$ cat src/rtl/trade_menu_ctrl.sv
// Sell-menu controller: browse NUM_STOCKS stocks, enter a quantity, confirm, and emit one sell transaction.
// Optional macro CLAMP_SELL_EN: an oversized request sells the full holding instead of being rejected.
module trade_menu_ctrl #(
  parameter int unsigned NUM_STOCKS  = 2,
  parameter int unsigned QTY_W       = 8,
  parameter int unsigned PRICE_W     = 12,
  parameter int unsigned HOLD_CYCLES = 100_000_000,
  parameter int unsigned IDX_W       = $clog2(NUM_STOCKS)
) (
  input  logic                          CLOCK_50,
  input  logic                          reset_n,
  input  logic                          key_next,
  input  logic                          key_sell,
  input  logic                          key_confirm,
  input  logic                          qty_load,
  input  logic [QTY_W-1:0]              qty_in,
  input  logic [NUM_STOCKS*QTY_W-1:0]   stock_qty,
  input  logic [NUM_STOCKS*PRICE_W-1:0] stock_price,
  output logic                          sell_valid,
  output logic [IDX_W-1:0]              sell_idx,
  output logic [QTY_W-1:0]              sell_qty,
  output logic [PRICE_W+QTY_W-1:0]      sell_total,
  output logic [1:0]                    disp_mode,
  output logic [IDX_W-1:0]              disp_idx,
  output logic [PRICE_W+QTY_W-1:0]      disp_value
);

  localparam int unsigned TOT_W = PRICE_W + QTY_W;
  localparam int unsigned TMR_W = (HOLD_CYCLES > 1) ? $clog2(HOLD_CYCLES) : 1;

  typedef enum logic [1:0] {
    S_BROWSE = 2'd0,
    S_ENTRY  = 2'd1,
    S_DONE   = 2'd2,
    S_REJECT = 2'd3
  } state_t;

  state_t            state, state_n;
  logic [IDX_W-1:0]  sel_idx, idx_n;
  logic [QTY_W-1:0]  pending, pend_n;
  logic [TMR_W-1:0]  timer, tmr_n;
  logic              next_q, sell_q, conf_q;
  logic              next_e, sell_e, conf_e;
  logic              fire;
  logic [QTY_W-1:0]  sold;
  logic [PRICE_W-1:0] cur_price, nxt_price;
  logic [QTY_W-1:0]  cur_hold;
  logic [TOT_W-1:0]  total_calc, total_n, val_n;

  assign next_e = key_next    & ~next_q;
  assign sell_e = key_sell    & ~sell_q;
  assign conf_e = key_confirm & ~conf_q;

  always_comb begin
    cur_price = '0;
    nxt_price = '0;
    cur_hold  = '0;
    for (int unsigned i = 0; i < NUM_STOCKS; i++) begin
      if (sel_idx == IDX_W'(i)) begin
        cur_price = stock_price[i*PRICE_W +: PRICE_W];
        cur_hold  = stock_qty[i*QTY_W +: QTY_W];
      end
      if (idx_n == IDX_W'(i))
        nxt_price = stock_price[i*PRICE_W +: PRICE_W];
    end
  end

  always_comb begin
    state_n = state;
    idx_n   = sel_idx;
    pend_n  = pending;
    tmr_n   = timer;
    fire    = 1'b0;
    sold    = '0;
    unique case (state)
      S_BROWSE: begin
        if (sell_e)
          state_n = S_ENTRY;
        else if (next_e)
          idx_n = (sel_idx == IDX_W'(NUM_STOCKS-1)) ? '0 : sel_idx + 1'b1;
      end
      S_ENTRY: begin
        if (qty_load)
          pend_n = qty_in;
        if (sell_e && !conf_e) begin
          state_n = S_BROWSE;
        end else if (conf_e && !sell_e) begin
          // Decision uses the pre-load pending; an accompanying load is dropped.
          pend_n = pending;
          if (pending == '0) begin
            state_n = S_REJECT;
          end else if (pending <= cur_hold) begin
            state_n = S_DONE;
            fire    = 1'b1;
            sold    = pending;
            pend_n  = '0;
          end else begin
`ifdef CLAMP_SELL_EN
            if (cur_hold == '0) begin
              state_n = S_REJECT;
            end else begin
              state_n = S_DONE;
              fire    = 1'b1;
              sold    = cur_hold;
              pend_n  = '0;
            end
`else
            state_n = S_REJECT;
`endif
          end
        end
      end
      S_DONE, S_REJECT: begin
        if (timer == TMR_W'(HOLD_CYCLES-1)) begin
          state_n = S_BROWSE;
          tmr_n   = '0;
        end else begin
          tmr_n = timer + 1'b1;
        end
      end
      default: state_n = S_BROWSE;
    endcase
  end

  always_comb begin
    total_calc = TOT_W'(cur_price) * TOT_W'(sold);
    total_n    = fire ? total_calc : sell_total;
    unique case (state_n)
      S_BROWSE: val_n = TOT_W'(nxt_price);
      S_DONE:   val_n = total_n;
      default:  val_n = TOT_W'(pend_n);
    endcase
  end

  always_ff @(posedge CLOCK_50) begin
    if (!reset_n) begin
      state      <= S_BROWSE;
      sel_idx    <= '0;
      pending    <= '0;
      timer      <= '0;
      next_q     <= 1'b0;
      sell_q     <= 1'b0;
      conf_q     <= 1'b0;
      sell_valid <= 1'b0;
      sell_idx   <= '0;
      sell_qty   <= '0;
      sell_total <= '0;
      disp_mode  <= '0;
      disp_idx   <= '0;
      disp_value <= '0;
    end else begin
      state      <= state_n;
      sel_idx    <= idx_n;
      pending    <= pend_n;
      timer      <= tmr_n;
      next_q     <= key_next;
      sell_q     <= key_sell;
      conf_q     <= key_confirm;
      sell_valid <= fire;
      if (fire) begin
        sell_idx <= sel_idx;
        sell_qty <= sold;
      end
      sell_total <= total_n;
      disp_mode  <= state_n;
      disp_idx   <= idx_n;
      disp_value <= val_n;
    end
  end

endmodule
$ cat config.mk
export PLATFORM = sky130hd
export DESIGN_NAME = trade_menu_ctrl
export DESIGN_NICKNAME = d
export VERILOG_FILES = /design/src/rtl/trade_menu_ctrl.sv
export SDC_FILE = /design/constraint.sdc
export NUM_CORES = 1
export LEC_CHECK = 0
export ABC_CLOCK_PERIOD_IN_PS = 10900
export BUFFER_PORTS_ARGS = -buffer_cell sky130_fd_sc_hd__buf_2
export CORE_MARGIN = 2
export CORE_UTILIZATION = 55
export CTS_CLUSTER_DIAMETER = 60
export CTS_CLUSTER_SIZE = 30
export DETAILED_ROUTE_END_ITERATION = 6
export MAX_ROUTING_LAYER = met4
export PLACE_DENSITY = 0.77
export SKIP_LAST_GASP = 1
export SYNTH_ARGS = -nofsm -noshare
export SYNTH_HDL_FRONTEND = slang
export SYNTH_SLANG_ARGS = --single-unit
$ cat constraint.sdc
create_clock -name CLOCK_50 -period 10.9 [get_ports CLOCK_50]
set_input_delay 2.18 -clock CLOCK_50 [delete_from_list [all_inputs] [get_ports CLOCK_50]]
set_output_delay 2.18 -clock CLOCK_50 [all_outputs]
set_load 0.005 [all_outputs]
==> results of run 1 <==
-- final timing paths --
check | endpoint | startpoint | cells after the start | slack (ns)
max reg2reg | disp_value[18] | sel_idx | 24 | 3.54
min reg2reg | sell_idx | sell_idx | 2 | 0.45
min | sell_idx | sell_idx | 2 | 0.45
max | disp_value[18] | stock_qty[15] | 24 | 2.41
-- through the flow --
step	cells	power (mW)	setup slack (ns)	utilization, %
2_1_floorplan	849	0.4302	3.049	-
3_3_place_gp	1100	0.4750	2.255	61.81
3_5_place_dp	1100	0.4759	2.194	61.81
4_1_cts	1116	0.7884	2.520	64.20
5_1_grt	1117	0.8150	1.964	64.22
6_report	1117	0.7868	2.406	64.22
-- routing by layer --
metal / routed length (µm) / vias up / part of all wire (%) / global-route usage (%)
met2: 8153 / 247 / 44 / 42.56
li1: - / 3018 / - / -
met1: 8638 / 2977 / 47 / 38.44
met5: 0 / - / 0 / -
met3: 1185 / 28 / 6.5 / 4.102
met4: 393 / 0 / 2.1 / 9.003
-- area by class of cell --
type                            instances  area, µm²  share of cell area (%)
Antenna cell                            1      2.502                 0.03063
Clock buffer                            9      225.2                   2.757
Clock inverter                          7      78.83                  0.9648
Inverter                               94      352.8                   4.319
Multi-Input combinational cell        632       4906                   60.05
Sequential cell                        91       1822                   22.30
Tap cell                              172      215.2                   2.634
Timing Repair Buffer                  111      568.0                   6.953
-- logic make-up (layout without fill, tap and decap cells) --
| logic type | after synthesis | count (layout) | synth area share, % |
|---|---|---|---|
| flops | 91 | 91 | 25.27 |
| other cells | 0 | 1 | 0 |
| fa+ha+maj | 109 | 109 | 25.16 |
| simple gates | 321 | 321 | 20.74 |
| mux | 48 | 48 | 6.821 |
| buf+inv | 126 | 221 | 6.734 |
| xor+xnor | 30 | 30 | 3.645 |
| compound gates | 124 | 124 | 11.63 |
-- layout by cell type, fill, tap and decap left out, drive strengths merged, types with 16 or more instances in the layout --
cell type,Yosys,final
and2,16,16
dfxtp,91,91
nor2,147,147
nand2,50,50
xnor2,17,17
o21ai,25,25
buf,8,111
nand3,28,28
a21oi,35,35
inv,94,97
mux2i,39,39
fa,60,60
ha,49,49
-- synth_stat cells, types with 4 or more instances --
master / number
a21oi_1: 35
o21ai_0: 21
ha_1: 49
nand2_1: 50
nor2b_1: 10
or2_2: 14
o21ai_1: 4
mux2_2: 9
and2_1: 16
nor3_1: 11
fa_1: 60
dfxtp_1: 91
a21o_1: 8
nand3_1: 28
nand4_1: 9
a211oi_1: 6
xor2_1: 13
xnor2_1: 17
a31oi_1: 5
or3_1: 7
a22oi_1: 5
a22o_1: 5
nand2b_1: 6
buf_2: 4
clkbuf_1: 24
nor2_1: 147
nor4_1: 7
mux2i_1: 39
and3_1: 5
inv_1: 92
o21a_1: 6
-- flip-flops by register name (all words and copies together) (netlist names) --
register    count
conf_q          1
disp_value     20
next_q          1
pending         8
sel_idx         1
sell_idx        1
sell_q          1
sell_qty        8
sell_total     20
sell_valid      1
state           2
timer          27
-- worst register-to-register path, stage by stage (launching register included) --
cell	delay, ns
dfxtp_1	0.31
buf_4	0.36
mux2i_1	0.27
ha_1	0.28
and2_1	0.18
a221oi_1	0.35
and4_1	0.26
o21a_1	0.45
nand2_1	0.42
or2_2	0.42
fa_1	0.50
fa_1	0.50
inv_1	0.06
fa_1	0.53
inv_1	0.06
fa_1	0.54
inv_1	0.04
ha_1	0.35
a21oi_1	0.27
o21ai_0	0.13
a21oi_1	0.14
o21ai_0	0.20
or4_1	0.44
nand4_1	0.11
nor2b_1	0.14
-- power by group through the flow --
stage          Sequential [mW]  Combinational, mW  Clock, mW
3_5_place_dp             0.355              0.121          0
2_1_floorplan            0.353             0.0768          0
3_3_place_gp             0.355              0.120          0
6_report                 0.347              0.124      0.316
4_1_cts                  0.347              0.122      0.319
5_1_grt                  0.348              0.135      0.333
==> impl_metrics.csv, run 1 <==
group,metric,value,unit
run_status,status,"finished, final reports clean",
cts,root_buffer,"clkbuf_16",
placed_design,port_buffers,106,
cts,cts_tree,"built",
worst_hold_path,hp-class,"register to register",
worst_setup_path,path_buf_inv,4,
placed_design,gp_congestion,0.9381,
synth,synth_top_cell_by_area,"dfxtp_1",
power,power_switching,234.9,µW
sta,finalSetupViolCount,0,
power,p_sw_share,29.85,%
grt,antenna_found_initial,1,
power,comb_power_share,15.8,%
sta,worst_pin_slew,0.9710,ns
worst_setup_path,crit_slowest_cell,"fa_1",
cts,clkSinkCount,91,
synth,yosysWarningCount,0,
cts,cts-buffers-inserted,9,
worst_setup_path,cpPeakStageDelay,0.54,ns
sta,holdWs,0.4527,ns
synth,yosysSeqAreaShare,25.27,%
worst_setup_path,crit_top_cell,"fa_1",
placed_design,dp_hpwl,14.36,mm
drt,dr.pass1.iters,5,
drt,drc,0,
synth,synth_top_area_share,25.27,%
power,irDropWorstVdd,98.59,µV
floorplan,start_util,56.67,%
synth,synth_ff_type,"dfxtp_1",
cts,postCtsSetupRepairBufs,0,
synth,async_reset_ff_share,0,%
cts,cts_repair_resize_count,0,
floorplan,die_w,118.5,µm
run,cap_viol_max_count,0,
floorplan,core,12720,µm²
synth,ys_types,62,
worst_setup_path,critical_path.top_delay_family,"adder cells",
worst_setup_path,endpoint_kind,"register",
sta,drv_slew,0,
worst_setup_path,crit_required,11.18,ns
drt,vias_per_cell,5.613,
drt,first_iter_violations,398,
cells_and_area,syn2layout_area_growth,13.33,%
grt,grt_max_degree,38,
worst_setup_path,path_max_fanout,16,
floorplan,boundaryPins,107,
cts,insertion_delay,0.35,ns
cells_and_area,drive_above_1_share,16.74,%
drt,drt-total-wl,18.37,mm
floorplan,die-area,14040,µm²
synth,synth_area_leaders,"dfxtp_1 25%, fa_1 17%, ha_1 8.5%",
sta,period_share,77.93,%
placed_design,placed_area,7864,µm²
drt,route.antenna.remaining_nets,0,
sta,hold_violations,0,
grt,grtUsageTotal,27.93,%
worst_setup_path,startpoint_type,"input pin",
worst_setup_path,crit_type,"input pin to register",
cells_and_area,final_area,8170,µm²
sta,skew,0.007902,ns
worst_setup_path,crit_arrival,8.78,ns
cts,clk_pin_slew,0.07,ns
drt,vias,6270,
sta,min_period,8.494,ns
power,power.leakage,3.880,nW
worst_setup_path,cp_cell_sequence,"buf_2 > mux2i_1 > ha_1 > and2_1 > a221oi_1 > and4_1 > o21a_1 > nand2_1 > or2_2 > fa_1 > fa_1 > inv_1 > fa_1 > inv_1 > fa_1 > inv_1 > ha_1 > a21oi_1 > o21ai_0 > a21oi_1 > o21ai_0 > or4_1 > nand4_1 > nor2b_1",
cells_and_area,nNetsFinal,1102,
power,internal_power,551.9,µW
power,p_clk_share,40.1,%
floorplan,rows,41,
synth,netlist_area,7209,µm²
synth,synth_edf_count,0,
cts,htree_levels,3,
synth,synth_fp_nets,1012,
synth,yosys_register_bits,91,
sta,fin_tns_setup,0,ns
sta,fmax,117.7,MHz
grt,grt_overflow_total,0,
floorplan,die_h,118.5,µm
synth,synth.avg_cell_area,8.492,µm²
sta,slew_headroom,33.42,%
power,power_frac_seq,44.1,%
cts,cts_buffer_depth,2,
cts,hold_buffers,0,
grt,grt_pass1_vias,6082,
cells_and_area,nFillCells,1112,
power,p_per_area,96.30,nW/µm²
drt,wl_per_cell,16.45,µm
sta,rsz0062_at_grt,"no",
grt,grt_pass1_wl,30.56,mm
synth,synth_cells,849,
No activity file was read; power rests on OpenSTA's default activity.
==> inputs of run 2 (changes only) <==
- ABC_AREA: not set -> 1
- ABC_CLOCK_PERIOD_IN_PS: 10900 -> 7150
- CORE_UTILIZATION: 55 -> 54
- PLACE_DENSITY: 0.77 -> 0.79
- clock period: 10.9 -> 7.15 ns (I/O delays scaled with it)
==> run 2 against run 1 <==
Die area up 11%. Final area up 8.5%. Combinational power up 64%. First-iteration DRC count up 32%. Clock-buffer cell count up 1. Setup slack worse by 2.0 ns. Synthesized cell count up 33%. Core utilization down 2.5 points. Clock skew down 0.0013 ns. Flip-flop and latch count unchanged.
==> impl_metrics.csv, run 2 <==
group,metric,value,unit
cells_and_area,final_common_cell,"nand2_1",
sta,finalSetupViolCount,0,
grt,grtUsageTotal,27.96,%
sta,skew,0.006590,ns
grt,grt_pass1_wl,34.29,mm
floorplan,core,14370,µm²
cells_and_area,final_area,8864,µm²
synth,synth_fp_nets,1292,
drt,vias,7470,
cts,htree_levels,3,
drt,wl_per_cell,14.59,µm
floorplan,die-area,15540,µm²
drt,first_iter_violations,525,
synth,synth_area_leaders,"dfxtp_1 23%, fa_1 15%, nand2_1 12%",
placed_design,port_buffers,106,
drt,drt-total-wl,20.66,mm
placed_design,gp_congestion,0.9522,
grt,grt_pass1_vias,7257,
floorplan,rows,44,
synth,synth_cells,1129,
worst_setup_path,crit_slowest_cell,"fa_1",
worst_setup_path,path_max_fanout,10,
cts,cts_tree,"built",
sta,rsz0062_at_grt,"no",
worst_setup_path,endpoint_kind,"register",
synth,yosys_register_bits,91,
synth,synth_most_common_cell,"nand2_1",
drt,route.antenna.remaining_nets,0,
synth,netlist_area,7860,µm²
synth,async_reset_ff_share,0,%
run,cap_viol_max_count,0,
cts,clk_pin_slew,0.07,ns
cells_and_area,nNetsFinal,1390,
power,irDropWorstVdd,157.0,µV
cts,cts-buffers-inserted,9,
drt,drc,0,
grt,grt_max_degree,39,
sta,fin_tns_setup,0,ns
cts,postCtsSetupRepairBufs,0,
drt,dr.pass1.iters,5,
worst_setup_path,crit_arrival,7.01,ns
synth,synth_top_cell_by_area,"dfxtp_1",
worst_setup_path,crit_type,"input pin to register",
placed_design,dp_slack,0.1413,ns
synth,synth_ff_type,"dfxtp_1",
cells_and_area,final_cells,1416,
cts,root_buffer,"clkbuf_16",
synth,synth_edf_count,0,
worst_setup_path,startpoint_type,"input pin",
floorplan,die_w,124.6,µm
sta,worst_pin_slew,0.8707,ns
sta,fmax,149.0,MHz
power,p_per_area,143.4,nW/µm²
power,power.leakage,4.774,nW
synth,yosysSeqAreaShare,23.18,%
sta,slew_headroom,41.56,%
synth,ys_types,47,
cts,insertion_delay,0.36,ns
worst_setup_path,path_buf_inv,5,
worst_setup_path,crit_cells,26,
floorplan,boundaryPins,107,
sta,drv_slew,0,
cells_and_area,drive_above_1_share,14.45,%
synth,yosysWarningCount,0,
cells_and_area,nFillCells,1337,
cts,hold_buffers,0,
worst_setup_path,crit_required,7.45,ns
synth,synth.avg_cell_area,6.962,µm²
worst_setup_path,cpPeakStageDelay,0.55,ns
cts,cts_buffer_depth,2,
floorplan,start_util,54.70,%
worst_setup_path,crit_top_cell,"fa_1",
grt,grt_overflow_total,0,
placed_design,dp_hpwl,16.30,mm
synth,synth_top_area_share,23.18,%
grt,antenna_found_initial,0,
cells_and_area,reg_top3,"timer (27), disp_value (20), sell_total (20)",
sta,period_share,93.89,%
worst_hold_path,hold_path_depth,2,
floorplan,die_h,124.6,µm
cts,clkSinkCount,91,
worst_hold_path,hp-class,"register to register",
worst_setup_path,r2r_cells,25,
sta,timing.final.ws_setup,0.4365,ns
sta,min_period,6.713,ns
worst_setup_path,critical_path.top_delay_family,"adder cells",
cells_and_area,syn2layout_area_growth,12.77,%
cells_and_area,regMostFlops,"timer",
sta,hold_violations,0,
synth,synth_commonest_cells,"251 x nand2_1, 212 x inv_1, 149 x nor2_1",
cells_and_area,antenna_cells,0,
run_status,status,"finished, final reports clean",
drt,vias_per_cell,5.275,
placed_design,placed_area,8531,µm²
placed_design,dp.cells,1400,
cells_and_area,largest_reg_flops,27,
cells_and_area,final_cell_mix,"251 x nand2_1, 212 x inv_1, 149 x nor2_1",
cts,cts_repair_resize_count,0,
-- run 2: changes by cell type in the layout (fill, tap and decap cells not counted), moves of 10 or more --
cell	before	now
nand2_1	50	251
inv_1	92	212
mux2i_1	39	7
a21oi_1	35	63
nand3_1	28	56
nand4_1	9	25
and2_1	16	1
xnor2_1	17	3
o21ai_0	21	34
or2_2	14	3
buf_4	5	15
nor2b_1	10	0
-- run 2: metal layers --
layer	GRT usage (%)	vias up	routed length, µm
met5	-	-	0
met4	7.204	0	278
met3	5.627	22	1457
met2	45.16	287	9878
met1	36.18	3480	9047
li1	-	3681	-
-- run 2: cells by family (layout without fill, tap and decap cells) --
kind of cell / count (synthesis) / count (layout) / share of synthesized area (%)
AO/OA/AOI/OAI: 114 / 114 / 7.673
buffers and inverters: 255 / 358 / 13.29
AND/OR/NAND/NOR: 538 / 538 / 30.21
XOR/XNOR: 15 / 15 / 1.671
multiplexers: 7 / 7 / 0.8915
adder cells (fa/ha/maj): 109 / 109 / 23.08
flip-flops: 91 / 91 / 23.18
-- run 2: cell type report --
class	count	area (µm²)	area share, %
Clock buffer	10	239.0	2.696
Clock inverter	6	93.84	1.059
Inverter	221	842.1	9.500
Multi-Input combinational cell	783	4994	56.34
Sequential cell	91	1822	20.55
Tap cell	184	230.2	2.597
Timing Repair Buffer	121	643.1	7.256
-- run 2: path summary, 6_finish.rpt --
| kind | from | endpoint | slack (ns) |
|---|---|---|---|
| hold reg to reg | sell_qty[7] | sell_qty[7] | 0.47 |
| setup reg to reg | sel_idx | disp_value[18] | 0.73 |
| setup / recovery | stock_qty[15] | disp_value[18] | 0.44 |
| hold / removal | sell_qty[7] | sell_qty[7] | 0.47 |
-- run 2: per-stage QoR --
| stage | utilization, % | power, mW | hold slack (ns) |
|---|---|---|---|
| CTS | 61.69 | 1.277 | 0.4734 |
| finish | 61.69 | 1.271 | 0.4677 |
| global route | 61.69 | 1.323 | 0.4999 |
| detailed placement | 59.37 | 0.7472 | 0.4629 |
| floorplan | - | 0.6778 | 0.4600 |
| global placement | 59.37 | 0.7454 | 0.4568 |
-- run 2: worst register-to-register path, stage by stage (launching register included) --
cell and delay [ns]:
dfxtp_1 0.75, mux2i_1 0.27, ha_1 0.27, a21o_1 0.17
nor2_1 0.10, nand2_1 0.10, nand2_2 0.10, nand4_2 0.09
inv_2 0.18, nand2_1 0.18, buf_4 0.22, nor2_1 0.12
fa_1 0.46, fa_1 0.54, fa_1 0.56, inv_1 0.06
fa_1 0.52, inv_1 0.04, ha_1 0.38, a21oi_1 0.40
o21ai_0 0.22, a21oi_1 0.23, nand3_1 0.10, nand3_1 0.09
nand3_1 0.10, nor2_1 0.12
-- run 2: report_power, final --
part	leakage (nW)	switching [mW]	internal (mW)
Sequential	0.738	0.0122	0.525
Combinational	3.88	0.136	0.0666
Clock	0.160	0.212	0.319
